`src/rtl/apu_dma_pkg.sv`:
```
// Shared types and constants for the APU DMA scheduler.
package apu_dma_pkg;

  typedef enum logic [2:0] {
    ST_IDLE,
    ST_HALT,
    ST_DUMMY,
    ST_ALIGN,
    ST_OAM_GET,
    ST_OAM_PUT,
    ST_DMC_GET
  } dma_state_t;

  localparam logic [15:0] OAM_PORT    = 16'h2004;
  localparam int unsigned OAM_LEN     = 256;
  localparam logic        DMC_ADDR_HI = 1'b1;

endpackage

```
`src/rtl/apu_dma_scheduler.sv`:
```
// CPU-bus DMA scheduler: OAM sprite DMA and DMC sample fetches, DMC has priority.
module apu_dma_scheduler
  import apu_dma_pkg::*;
#(
  parameter logic [15:0] OAM_PORT = apu_dma_pkg::OAM_PORT,
  parameter int unsigned OAM_LEN  = apu_dma_pkg::OAM_LEN
) (
  input  logic        clk,
  input  logic        rst_n,
  input  logic        cpu_clk,
  input  logic        cpu_read,
  input  logic        oam_wren,
  input  logic [7:0]  from_cpu,
  input  logic        dmc_dma_req,
  input  logic [14:0] dmc_address,
  output logic        dmc_dma_ack,
  input  logic [7:0]  from_mem,
  output logic        cpu_rdy,
  output logic        dma_active,
  output logic [15:0] dma_address,
  output logic        dma_rw,
  output logic [7:0]  to_mem
);

  localparam logic [7:0] IDX_LAST = 8'(OAM_LEN - 1);

  dma_state_t  state_q, state_d;
  logic        put_phase_q;
  logic        oam_pending_q, oam_pending_d;
  logic [7:0]  page_q, page_d;
  logic [7:0]  index_q, index_d;
  logic [15:0] addr_q, addr_d;
  logic        rw_q, rw_d;
  logic [7:0]  to_mem_q, to_mem_d;
  logic        next_get;

  // The current cycle is a put cycle exactly when the following one is a get.
  assign next_get = put_phase_q;

  always_ff @(posedge clk or negedge rst_n) begin
    if (!rst_n) begin
      state_q       <= ST_IDLE;
      put_phase_q   <= 1'b0;
      oam_pending_q <= 1'b0;
      page_q        <= '0;
      index_q       <= '0;
      addr_q        <= '0;
      rw_q          <= 1'b1;
      to_mem_q      <= '0;
    end else begin
      if (cpu_clk) begin
        put_phase_q <= ~put_phase_q;
      end
      state_q       <= state_d;
      oam_pending_q <= oam_pending_d;
      page_q        <= page_d;
      index_q       <= index_d;
      addr_q        <= addr_d;
      rw_q          <= rw_d;
      to_mem_q      <= to_mem_d;
    end
  end

  always_comb begin
    state_d       = state_q;
    oam_pending_d = oam_pending_q;
    page_d        = page_q;
    index_d       = index_q;
    addr_d        = addr_q;
    rw_d          = rw_q;
    to_mem_d      = to_mem_q;

    if (cpu_clk) begin
      unique case (state_q)
        ST_IDLE: begin
          if ((oam_pending_q | dmc_dma_req) & cpu_read) begin
            state_d = ST_HALT;
          end
          if (oam_wren) begin
            oam_pending_d = 1'b1;
            page_d        = from_cpu;
            index_d       = '0;
          end
        end
        ST_HALT: begin
          if (dmc_dma_req) begin
            state_d = ST_DUMMY;
          end else if (oam_pending_q) begin
            state_d = next_get ? ST_OAM_GET : ST_ALIGN;
          end else begin
            state_d = ST_IDLE;
          end
        end
        ST_DUMMY: begin
          if (dmc_dma_req) begin
            state_d = next_get ? ST_DMC_GET : ST_ALIGN;
          end else if (oam_pending_q) begin
            state_d = next_get ? ST_OAM_GET : ST_ALIGN;
          end else begin
            state_d = ST_IDLE;
          end
        end
        ST_ALIGN: begin
          if (dmc_dma_req) begin
            state_d = ST_DMC_GET;
          end else if (oam_pending_q) begin
            state_d = ST_OAM_GET;
          end else begin
            state_d = ST_IDLE;
          end
        end
        ST_DMC_GET: begin
          state_d = oam_pending_q ? ST_ALIGN : ST_IDLE;
        end
        ST_OAM_GET: begin
          to_mem_d = from_mem;
          state_d  = ST_OAM_PUT;
        end
        ST_OAM_PUT: begin
          index_d = index_q + 8'd1;
          if (index_q == IDX_LAST) begin
            oam_pending_d = 1'b0;
          end
          if (dmc_dma_req) begin
            state_d = ST_DMC_GET;
          end else if (index_q != IDX_LAST) begin
            state_d = ST_OAM_GET;
          end else begin
            state_d = ST_IDLE;
          end
        end
        default: state_d = ST_IDLE;
      endcase

      // Bus address and direction are registered for the cycle being entered;
      // HALT/DUMMY/ALIGN/IDLE keep the previous address on the bus.
      unique case (state_d)
        ST_DMC_GET: begin
          addr_d = {DMC_ADDR_HI, dmc_address};
          rw_d   = 1'b1;
        end
        ST_OAM_GET: begin
          addr_d = {page_d, index_d};
          rw_d   = 1'b1;
        end
        ST_OAM_PUT: begin
          addr_d = OAM_PORT;
          rw_d   = 1'b0;
        end
        default: rw_d = 1'b1;
      endcase
    end
  end

  assign cpu_rdy     = (state_q == ST_IDLE);
  assign dma_active  = (state_q != ST_IDLE);
  assign dmc_dma_ack = (state_q == ST_DMC_GET);
  assign dma_address = addr_q;
  assign dma_rw      = rw_q;
  assign to_mem      = to_mem_q;

endmodule
```
`config.mk`:
```
export PLATFORM = sky130hd
export DESIGN_NAME = apu_dma_scheduler
export DESIGN_NICKNAME = d
export VERILOG_FILES = /design/src/rtl/apu_dma_pkg.sv /design/src/rtl/apu_dma_scheduler.sv
export SDC_FILE = /design/constraint.sdc
export NUM_CORES = 1
export LEC_CHECK = 0
export ABC_AREA = 0
export CAP_MARGIN = 20
export CORE_MARGIN = 10
export CORE_UTILIZATION = 52
export CTS_BUF_LIST = sky130_fd_sc_hd__clkbuf_16
export DETAILED_ROUTE_END_ITERATION = 8
export PLACE_DENSITY = 0.85
export REMOVE_ABC_BUFFERS = 1
export SLEW_MARGIN = 20
export SYNTH_ARGS = -nofsm -noshare
export SYNTH_HDL_FRONTEND = slang
export SYNTH_SLANG_ARGS = --single-unit
```
`constraint.sdc`:
```
create_clock -name clk -period 3.77 [get_ports clk]
set_input_delay 1.131 -clock clk [delete_from_list [all_inputs] [get_ports clk]]
set_output_delay 1.131 -clock clk [all_outputs]
set_load 0.01 [all_outputs]
```
==> flow_summary_export.csv <==
group,metric,value,unit
run_status,status,"completed",
final_layout,drive_above_1_share,12.9,%
clocking,cts_resized,0,
routing,drt-initial-drc-count,109,
clocking,clock_sinks,46,
worst_setup_path,rr_worst_depth,5,
worst_setup_path,cpPeakStageDelay,580,ps
worst_setup_path,cp.depth,5,
worst_setup_path,path_delay_family,"compound AO/OA/AOI/OAI gates",
final_layout,fin_nets,355,
timing,tightest_slew,706,ps
timing,fin_skew,7.13,ps
clocking,clk_latency,280,ps
global_routing,grt_max_degree,47,
global_routing,grt.total_usage,16.5,%
floorplanning,initial_core_util,54.6,%
routing,drc,0,
place,place_area,3100,um2
logic_synthesis,synth_compound_area_share,14.0,%
place,io_buffers,64,
worst_setup_path,crit_slowest_cell,"o311ai_0",
worst_setup_path,arrival,3340,ps
timing,setup_ws,594,ps
floorplanning,die_h,88.3,um
logic_synthesis,synth_cells,256,
clocking,post_cts_buffers,0,
floorplanning,ios,65,
worst_setup_path,timing.reg2reg.setup_slack,1300,ps
routing,firstDrtPassIters,4,
floorplanning,core_area,4440,um2
routing,viasPerCell,5.71,
clocking,cts_tree,"yes",
logic_synthesis,muxShareOfSynthArea,10.8,%
timing,timing.final.crit_period,3180,ps
worst_setup_path,critPathLaunch,"dmc_dma_req",
worst_setup_path,path_class,"input pin to flip-flop",
logic_synthesis,ys.warnings.count,0,
timing,relSlewSlack,53.0,%
routing,detail_route.wl_per_cell,17.2,um
routing,vias,2113,
logic_synthesis,synth_flop_cell,"dfrtp_1",
final_layout,final_area,3270,um2
logic_synthesis,async_flop_share,100,%
clocking,h-tree-depth,2,
timing,final-hold-violation-count,0,
worst_hold_path,hold_class,"flip-flop to flip-flop",
place,place_ws,336,ps
logic_synthesis,post-synth-top-area-cell,"dfrtp_1",
logic_synthesis,synth_top_family_by_area,"simple AND/OR/NAND/NOR gates",
floorplanning,rows,24,
final_layout,antenna_cells,0,
logic_synthesis,synth_cell_types,47,
logic_synthesis,post-synth-top-count-cell,"nand2_1",
global_routing,grt_pass1_vias,2134,
worst_setup_path,endpoint_kind,"flip-flop",
timing,setup_viol,0,
logic_synthesis,ys_seq_elements,46,
logic_synthesis,synthesis.area,2430,um2
worst_setup_path,crit_chain,"clkdlybuf4s50_1, nand4b_1, o311ai_0, a2111o_1, mux2_4",
place,post-dp-hpwl,4.46,mm
logic_synthesis,synth_xor_xnor_area_share,0.722,%
timing,tns,0,ps
global_routing,antenna_found_initial,0,
clocking,cts_root_buffer,"clkbuf_16",
worst_setup_path,r2r_end,"to_mem[0]",
logic_synthesis,synth_common_cells,"nand2_1 (48), dfrtp_1 (45), nor2_1 (28)",
global_routing,grt_pass1_wl,10.4,mm
timing,rsz0062_at_grt,"false",
pwr,leakage,1.40,nW
pwr,total_power,2.83,mW
timing,final.period_utilization,84.2,%
final_layout,syn2layout_area_growth,34.7,%
global_routing,grt_overflow,0,
clocking,clk_pin_slew,60,ps
job,max-cap-violations,0,
logic_synthesis,avgSynthCellArea,9.48,um2
clocking,clock_path_buffers,2,
worst_setup_path,cp.required,3930,ps
clocking,cts_made_buffers,5,
timing,slew_viol_final,0,
logic_synthesis,yosys-top-cells-area,"dfrtp_1 (46%), nand2_1 (7.4%), mux2_4 (4.9%)",
logic_synthesis,synth_adder_area_share,0.515,%
logic_synthesis,ys_seq_area_share,47.5,%
floorplanning,fp.dieW,88.3,um
timing,max_freq,315,MHz
routing,antenna_left,0,
floorplanning,die_area,7800,um2
logic_synthesis,synth_top_area_share,46.4,%
worst_setup_path,startpoint_type,"input pin",
worst_setup_path,regToRegStartpoint,"index_q[0]",
worst_setup_path,crit_fanout,9,
place,place.gp.congestion,0.828,
final_layout,nFillCells,335,
pwr,p_per_area,866,nW/um2
clocking,ctsHoldBuffers,0,
logic_synthesis,synthSimpleGateAreaFrac,22.4,%
logic_synthesis,synth_edf_count,0,
worst_setup_path,endpoint,"to_mem[0]",
worst_setup_path,cp_num_buf_inv,1,
pwr,peakVddDrop,622,uV
routing,routed_wl,6.36,mm
flip-flops by register name (all words and copies together), names as in the netlist:
| register | cells |
|---|---|
| oam_pending_q | 1 |
| index_q | 8 |
| page_q | 8 |
| dma_rw | 1 |
| to_mem | 8 |
| next_get | 1 |
| state_q | 3 |
| dma_address | 16 |
cells by family after synthesis:
logic type,Yosys count
adders and majority gates,1
DFF,46
xor gates and xnor gates,2
AOI/OAI and AO/OA,51
muxes,21
buffers and inverters,21
and+or+nand+nor,114
worst min path at each step:
stage	startpoint	to	slack, ps	depth (start not counted)
floorplan	page_q[1]	page_q[1]	480	1
global placement	page_q[3]	page_q[3]	490	1
detailed placement	to_mem[2]	to_mem[2]	490	1
CTS	page_q[3]	page_q[3]	510	1
global route	to_mem[6]	to_mem[6]	530	1
finish	page_q[3]	page_q[3]	510	1
per-layer routing:
metal	vias up	GRT usage, %	wire length (um)
li1	1021	-	-
met1	1016	20.1	2700
met2	70	26.5	3050
met3	6	6.34	560
met4	0	5.14	48
met5	-	0	0
cell type report:
type	count	area, um2	area share [%]
inverter	5	18.8	0.574
multi-input combinational	189	1190	36.3
sequential	46	1150	35.2
clock buffer	5	125	3.83
clock inverter	3	40.0	1.22
timing repair buffer	70	683	20.9
tap	52	65.1	1.99
per-stage QoR:
step                      instances  util (%)  hold slack, ps
final                           370      73.6             506
after global routing            370      73.6             530
after CTS                       370      73.5             507
after detailed placement        362      69.8             492
after global placement          362      69.8             486
after floorplan                 240         -             479
report_power, final:
group | total, mW | internal [mW] | switching (mW)
combinational | 1.40 | 0.712 | 0.685
clock | 0.487 | 0.310 | 0.177
sequential | 0.949 | 0.734 | 0.214
total | 2.83 | 1.76 | 1.08
worst reg2reg max path, stage by stage, from the launching register on:
cell and delay, ps:
dfrtp_1 440, ha_1 260, nand2_1 130, o311ai_0 620, a2111o_1 560, mux2_4 340
cell usage in the layout, fill, tap and decap left out, drive strengths merged, types with 5 or more instances in the layout:
cell type and count:
a21oi 15, inv 5, clkbuf 5, a31oi 13
clkdlybuf4s50 63, nand3b 7, nand3 9, o21ai 7
nand2 48, mux2 18, buf 7, nor2 28
dfrtp 45
(Power assumes the default switching activity.)
